### config.mk
export PLATFORM = sky130hd
export DESIGN_NAME = multi_mode_ring_counter
export DESIGN_NICKNAME = d
export VERILOG_FILES = /design/src/rtl/multi_mode_ring_counter.sv
export SDC_FILE = /design/constraint.sdc
export NUM_CORES = 1
export LEC_CHECK = 0
export BUFFER_PORTS_ARGS = -buffer_cell sky130_fd_sc_hd__buf_2
export CAP_MARGIN = 25
export CELL_PAD_IN_SITES_DETAIL_PLACEMENT = 1
export CELL_PAD_IN_SITES_GLOBAL_PLACEMENT = 1
export CORE_MARGIN = 5
export CORE_UTILIZATION = 41
export DETAILED_ROUTE_END_ITERATION = 6
export MAX_ROUTING_LAYER = met4
export PLACE_DENSITY_LB_ADDON = 0.1
export SLEW_MARGIN = 20
export SYNTH_ARGS = -nofsm -noshare
export SYNTH_HDL_FRONTEND = slang
export SYNTH_SLANG_ARGS = --single-unit
### constraint.sdc
create_clock -name clk_i -period 4.3 [get_ports clk_i]
set_clock_uncertainty 0.2 [all_clocks]
set_input_delay 0.215 -clock clk_i [delete_from_list [all_inputs] [get_ports clk_i]]
set_output_delay 0.215 -clock clk_i [all_outputs]
set_load 0.005 [all_outputs]
### src/rtl/multi_mode_ring_counter.sv
// -----------------------------------------------------------------------------
// multi_mode_ring_counter
//
// Purpose:
//   Ring (one-hot rotate) or Johnson (twisted ring) counter. It can rotate in
//   either direction. It keeps a phase index that counts steps modulo the
//   period of the current mode, and it gives a one-cycle wrap pulse when that
//   index rolls over. Illegal codes (for example from a parallel load) are
//   flagged. The counter recovers from them on the next enabled cycle.
//
// Ports:
//   clk_i          clock, all state updates on the rising edge
//   reset_i        synchronous active-high reset
//   enable_i       advance one step per cycle when high
//   mode_i         0 = ring, 1 = Johnson
//   dir_i          1 = rotate toward MSB, 0 = rotate toward LSB
//   load_i         load load_value_i into the count
//   load_value_i   value used by a load (not checked)
//   count_o        registered counter state
//   phase_o        registered step index since last restart, modulo period
//   wrap_o         registered one-cycle pulse on phase wrap
//   illegal_o      combinational; count_o is not a legal code for the mode
// -----------------------------------------------------------------------------
module multi_mode_ring_counter #(
  parameter int unsigned       WIDTH = 4,
  parameter logic [WIDTH-1:0]  SEED  = {{(WIDTH-1){1'b0}}, 1'b1},
  localparam int unsigned      PW    = $clog2(2*WIDTH)
) (
  input  logic             clk_i,
  input  logic             reset_i,
  input  logic             enable_i,
  input  logic             mode_i,
  input  logic             dir_i,
  input  logic             load_i,
  input  logic [WIDTH-1:0] load_value_i,
  output logic [WIDTH-1:0] count_o,
  output logic [PW-1:0]    phase_o,
  output logic             wrap_o,
  output logic             illegal_o
);

  // Reject parameter values that cannot give a working counter.
  if (WIDTH < 2) begin : g_bad_width
    $error("multi_mode_ring_counter: WIDTH must be >= 2");
  end
  if (!$onehot(SEED)) begin : g_bad_seed
    $error("multi_mode_ring_counter: SEED must be one-hot");
  end

  localparam logic [PW-1:0] PHASE_ZERO     = {PW{1'b0}};
  localparam logic [PW-1:0] PHASE_ONE      = PW'(1);
  localparam logic [PW-1:0] RING_LAST      = PW'(WIDTH - 1);
  localparam logic [PW-1:0] JOHNSON_LAST   = PW'(2*WIDTH - 1);

  logic [WIDTH-1:0] count_q, count_d;
  logic [PW-1:0]    phase_q, phase_d;
  logic             wrap_q,  wrap_d;
  logic             mode_q;
  logic             illegal_s;
  logic [PW-1:0]    phase_last_s;

  // Start value of a mode: SEED for ring, all-zeros for Johnson.
  function automatic logic [WIDTH-1:0] start_value(input logic mode);
    return mode ? {WIDTH{1'b0}} : SEED;
  endfunction

  // A Johnson code has at most one boundary between adjacent bits.
  function automatic logic johnson_legal(input logic [WIDTH-1:0] c);
    logic [WIDTH-2:0] edges;
    edges = c[WIDTH-2:0] ^ c[WIDTH-1:1];
    return ($countones(edges) <= 1);
  endfunction

  // Ring codes are one-hot.
  function automatic logic ring_legal(input logic [WIDTH-1:0] c);
    return $onehot(c);
  endfunction

  // Legality is judged against mode_q, the mode that the count is running in.
  // During a mode-change cycle the restart has priority anyway.
  assign illegal_s = mode_q ? !johnson_legal(count_q) : !ring_legal(count_q);
  assign illegal_o = illegal_s;

  assign phase_last_s = mode_q ? JOHNSON_LAST : RING_LAST;

  // Next-state selection in priority order: load, mode change, recovery, step, hold.
  always_comb begin
    count_d = count_q;
    phase_d = phase_q;
    wrap_d  = 1'b0;
    if (load_i) begin
      count_d = load_value_i;
      phase_d = PHASE_ZERO;
    end else if (mode_i != mode_q) begin
      count_d = start_value(mode_i);
      phase_d = PHASE_ZERO;
    end else if (enable_i && illegal_s) begin
      // Recovery replaces the step for this cycle.
      count_d = start_value(mode_q);
      phase_d = PHASE_ZERO;
    end else if (enable_i) begin
      if (dir_i) begin
        count_d = {count_q[WIDTH-2:0], mode_q ^ count_q[WIDTH-1]};
        if (phase_q == phase_last_s) begin
          phase_d = PHASE_ZERO;
          wrap_d  = 1'b1;
        end else begin
          phase_d = phase_q + PHASE_ONE;
        end
      end else begin
        count_d = {mode_q ^ count_q[0], count_q[WIDTH-1:1]};
        if (phase_q == PHASE_ZERO) begin
          phase_d = phase_last_s;
          wrap_d  = 1'b1;
        end else begin
          phase_d = phase_q - PHASE_ONE;
        end
      end
    end else begin
      count_d = count_q;
      phase_d = phase_q;
    end
  end

  // State register with synchronous reset. mode_q follows mode_i every cycle.
  always_ff @(posedge clk_i) begin
    if (reset_i) begin
      count_q <= start_value(mode_i);
      phase_q <= PHASE_ZERO;
      wrap_q  <= 1'b0;
      mode_q  <= mode_i;
    end else begin
      count_q <= count_d;
      phase_q <= phase_d;
      wrap_q  <= wrap_d;
      mode_q  <= mode_i;
    end
  end

  assign count_o = count_q;
  assign phase_o = phase_q;
  assign wrap_o  = wrap_q;

endmodule

; Word level (Yosys, flattened, before mapping)
; Index checks and enable logic that the tools add are counted.
[totals]
mem_bits_ro = 0
reg_bits = 9
ramBits = 0
mem_count = 0
latchBits = 0
out_inout_bits = 9
elab_cells = 42
in_bits = 10
[op_classes]
eq_ne = 3
n_reduce_logical = 7
shifts = 0
bitwise = 4
mul = 0
order_cmp = 1
div_mod_pow = 0
mux = 16
n_addsub = 7
[op_table]
columns = cell, count
row1 = $mux 4, 6
row2 = $mux 3, 4
row3 = $add 1x1->2, 3
row4 = $mux 1, 6
row5 = $reduce_bool 5->1, 1
row6 = $reduce_or 5->1, 1
row7 = $reduce_or 4->1, 1
row8 = $add 2x1->3, 1
row9 = $add 2x2->3, 1
row10 = $add 3x1->3 const B, 1
row11 = $eq 3x1->1 const B, 1
row12 = $eq 3x3->1, 1
row13 = $le 3x1->1 const B, 1
row14 = $logic_not 3->1, 1
row15 = $sub 3x1->3 const B, 1
row16 = $xor 3x3->3, 1
row17 = $logic_not 1->1, 2
row18 = $xor 1x1->1, 2
row19 = $logic_and 1x1->1, 1
row20 = $ne 1x1->1, 1
row21 = $not 1->1, 1

; Longest topological paths before layout
[depth]
ltp_word = 11
ltp_mapped = 9
mapped_depth_nobuf = 9

; Worst setup path before layout
; OpenSTA, ideal clock, no wires.
[synth_path]
kind = register to register
from = reg count_q[0], in the netlist count_o[0]
to = reg count_q[0], in the netlist count_o[0] (data pin)
setup_time_ns = 0.263
period_less_slack_ns = 2.624
required_ns = 3.837
path_stages_with_launch = 10
path_buffers = 0
arrival_time_ns = 2.162
setup_slack_ns = 1.676
path_cell_list = edfxtp_1 inv_1 fa_1 inv_1 ha_1 ha_1 nor4b_2 a21oi_1 a221oi_1 o21ai_0
[synth_via]
elab_chain_len = 11
elab_cells_between_ends = 15
cone_classes = 4 x add/sub / 1 x order compare / 1 x eq/ne / 5 x mux / 1 x bitwise / 3 x reduce/logical
[synth_lines]
columns = element, line_no
row1 = start: declaration, 55  ; logic [WIDTH-1:0] count_q, count_d;
row2 = start signal: assignment, 128  ; count_q <= start_value(mode_i);
row3 = start signal: assignment, 133  ; count_q <= count_d;
row4 = $xor 3x3->3, 70  ; edges = c[WIDTH-2:0] ^ c[WIDTH-1:1];
row5 = $add 1x1->2 (not written as such), 71  ; return ($countones(edges) <= 1);
row6 = $add 2x1->3 (not written as such), 71
row7 = $le 3x1->1, 71
row8 = $logic_not 1->1, 81  ; assign illegal_s = mode_q ? !johnson_legal(count_q) : !ring_legal(count_q);
row9 = $mux 1 *, 81
row10 = net illegal_o, 39  ; output logic illegal_o
row11 = $logic_and 1x1->1 *, 97  ; end else if (enable_i && illegal_s) begin
row12 = $mux 4 *, 97
row13 = $mux 4 *, 94  ; end else if (mode_i != mode_q) begin
row14 = $mux 4 *, 91  ; if (load_i) begin
row15 = $mux 4 *, 127  ; if (reset_i) begin
; Mark *: on every way through the listed nets, which the timed path passes. The rest lies on a longest branch.
; A chain may end at the register's enable or synchronous reset.

; Worst setup path in the final report
[layout_path]
from = reg count_q[0], in the netlist count_o[0]
to = out illegal_o
[layout_via]
elab_chain_len = 6
elab_cells_between_ends = 10
cone_classes = 4 x add/sub / 1 x order compare / 1 x eq/ne / 1 x mux / 1 x bitwise / 2 x reduce/logical
[layout_lines]
columns = element, line_no
row1 = $xor 3x3->3, 70
row2 = $add 1x1->2 (not written as such), 71
row3 = $add 2x1->3 (not written as such), 71
row4 = $le 3x1->1, 71
row5 = $logic_not 1->1, 81
row6 = $mux 1 *, 81
row7 = end: declaration, 39
; Mark *: on every way between the ends. The rest lies on a longest branch, timed or not.

==> results.cfg <==
[final_layout]
final_cell_mix = buf_2, inv_1, ha_1, nand2_1, dfxtp_1
area_growth_pct = 19.5
layout_commonest_cell = buf_2
final_cells = 124
utilization = 0.513
fin_nets = 118
drive_above_1_share = 0.263
fin_area_sq_um = 876
antenna_cells = 0
num-fill-cells = 215

[detailed_routing]
drt-vias-per-instance = 5.06
drtAntennaViolNets = 0
remaining_drc_errors = 0
drt_first_pass_iters = 4
vias = 627
drt_iter0_drc = 10
routed_wl_microns = 1780
post_drt_wl_per_cell_microns = 14.3

[power_and_ir_drop]
power-per-cell-area_mw_per_mm2 = 278
p_leak_nw = 0.409
ir_drop_v = 0.000167

[timing]
setup_tns_ps = 0
slew-limit-headroom = 0.696
drv_slew = 0
worst_pin_slew_ps = 455
min_period_ps = 2800
max_freq_ghz = 0.357
final-hold-violation-count = 0
fin_crit_sh = 0.652
fin_ws_ps = 1500
rsz0062_at_grt = false
setup_viol = 0

[synthesis]
synth_edf_count = 4
synth_cells = 78
yosysWarnings = 0
avgSynthCellArea_sq_um = 9.40
synth_area_sq_um = 733
synth_cell_types = 32
synth_ff_type = dfxtp_1
async_flop_share = 0
ys_ff_latch = 9
syn-num-nets = 96
yosysSeqAreaShare = 0.300

[floorplan]
core-area_sq_mm = 0.00171
ioPinCount = 19
fp.dieH_microns = 52.3
rows = 15
fp.dieW_microns = 52.3
die_area_sq_mm = 0.00273
start_util = 0.429

[placed_design]
globalplace.congestion = 0.771
io_buffers = 18
place_area_sq_um = 840
place_hpwl_microns = 1370
dp.cells = 119
preCtsSetupSlack_ps = 1490

[critical_path]
cp.arrival_ps = 2390
setup.worst_path.class = flop to output pin
crit_path_end_kind = output pin
worstPathRequired_ps = 3880
path_max_fanout = 5
critPathLaunchType = flop

[cts]
clock_latency_ps = 270
cts_resized = 0
clkTransAtPathRegs_ps = 70
ctsHtreeMaxLevel = 1
cts_tree = built
cts_made_buffers = 3
clock_sinks = 9
clockBufferDepth = 2
root_buffer = clkbuf_4

[worst_hold_path]
hold_path_class = input pin to flop

[grt]
grt_overflow_total = 0
antenna_found_initial = 0
grt_max_degree = 14
grt_pass1_wl_microns = 3240
grtUsageTotal = 0.169
grt_pass1_vias = 695

[run_status]
outcome = finished, final reports clean

[flow_run]
drv_cap = 0
[what timing repair did]
action	4_1_cts	5_1_grt
hold buffers	1	0
setup buffers	0	0
hold endpoints to repair	1	0
[cell type report]
class / instances / area [sq um] / share of cell area
Clock buffer: 4 / 26.3 / 0.0300
Inverter: 10 / 37.5 / 0.0429
Tap cell: 25 / 31.3 / 0.0357
Multi-Input combinational cell: 57 / 460 / 0.526
Sequential cell: 9 / 220 / 0.251
Timing Repair Buffer: 19 / 100 / 0.114
[registers in the layout, summed over array words and instances (netlist names)]
name / count
count_o: 4
phase_o: 3
mode_q: 1
wrap_o: 1
[critical path: stages (launching register included)]
cell and delay [ps]:
edfxtp_1 440, inv_1 90, fa_1 540, inv_1 50, ha_1 170, ha_1 280
nor4b_2 250, a21oi_1 120, buf_2 180
[Yosys cell counts, types with 2 or more instances]
cell type | n | area, sq um
xor2_1 | 3 | 26.3
a21o_1 | 2 | 15.0
xnor2_1 | 3 | 26.3
edfxtp_1 | 4 | 120
o21ai_0 | 3 | 15.0
nand2b_1 | 4 | 25.0
a21oi_1 | 4 | 20.0
nor2_1 | 3 | 11.3
inv_1 | 10 | 37.5
mux2i_1 | 3 | 30.0
nand2_1 | 5 | 18.8
o22ai_1 | 2 | 12.5
fa_1 | 2 | 40.0
dfxtp_1 | 5 | 100
ha_1 | 6 | 75.1
a221oi_1 | 2 | 17.5
o21ai_1 | 2 | 10.0
[cells by family after synthesis]
group | count (synthesis) | synth area share
compound gates | 20 | 0.195
mux | 3 | 0.0410
fa+ha+maj | 8 | 0.157
buf+inv | 12 | 0.0717
simple gates | 20 | 0.164
flops | 9 | 0.300
xor+xnor | 6 | 0.0717
[per-layer routing]
metal	GRT usage	vias up	share of wire
met5	-	-	0
met2	0.231	13	0.45
met3	0.0370	4	0.043
met1	0.231	296	0.49
met4	0.0894	0	0.018
li1	-	314	-
[metrics by stage]
stage / hold slack [ps] / total power [W]
floorplan: 42.7 / 0.000150
global placement: 202 / 0.000172
detailed placement: 196 / 0.000174
CTS: 7.98 / 0.000248
global route: 22.5 / 0.000268
finish: 17.0 / 0.000243
[worst paths after layout]
kind | slack (ps) | startpoint | depth (start not counted) | end
hold reg to reg | 310 | phase_o[1] | 2 | phase_o[1]
hold / removal | 20 | enable_i | 2 | phase_o[0]
setup reg to reg | 1510 | count_o[0] | 9 | count_o[0]
setup / recovery | 1500 | count_o[0] | 8 | illegal_o
[power by group]
group	total [W]	leakage, nW	internal, W	switching, W
Combinational	0.0000685	0.307	0.0000326	0.0000359
Clock	0.0000710	0.0150	0.0000359	0.0000351
Sequential	0.000104	0.0861	0.0000950	0.00000874
Power figures use the tool's default switching activity.
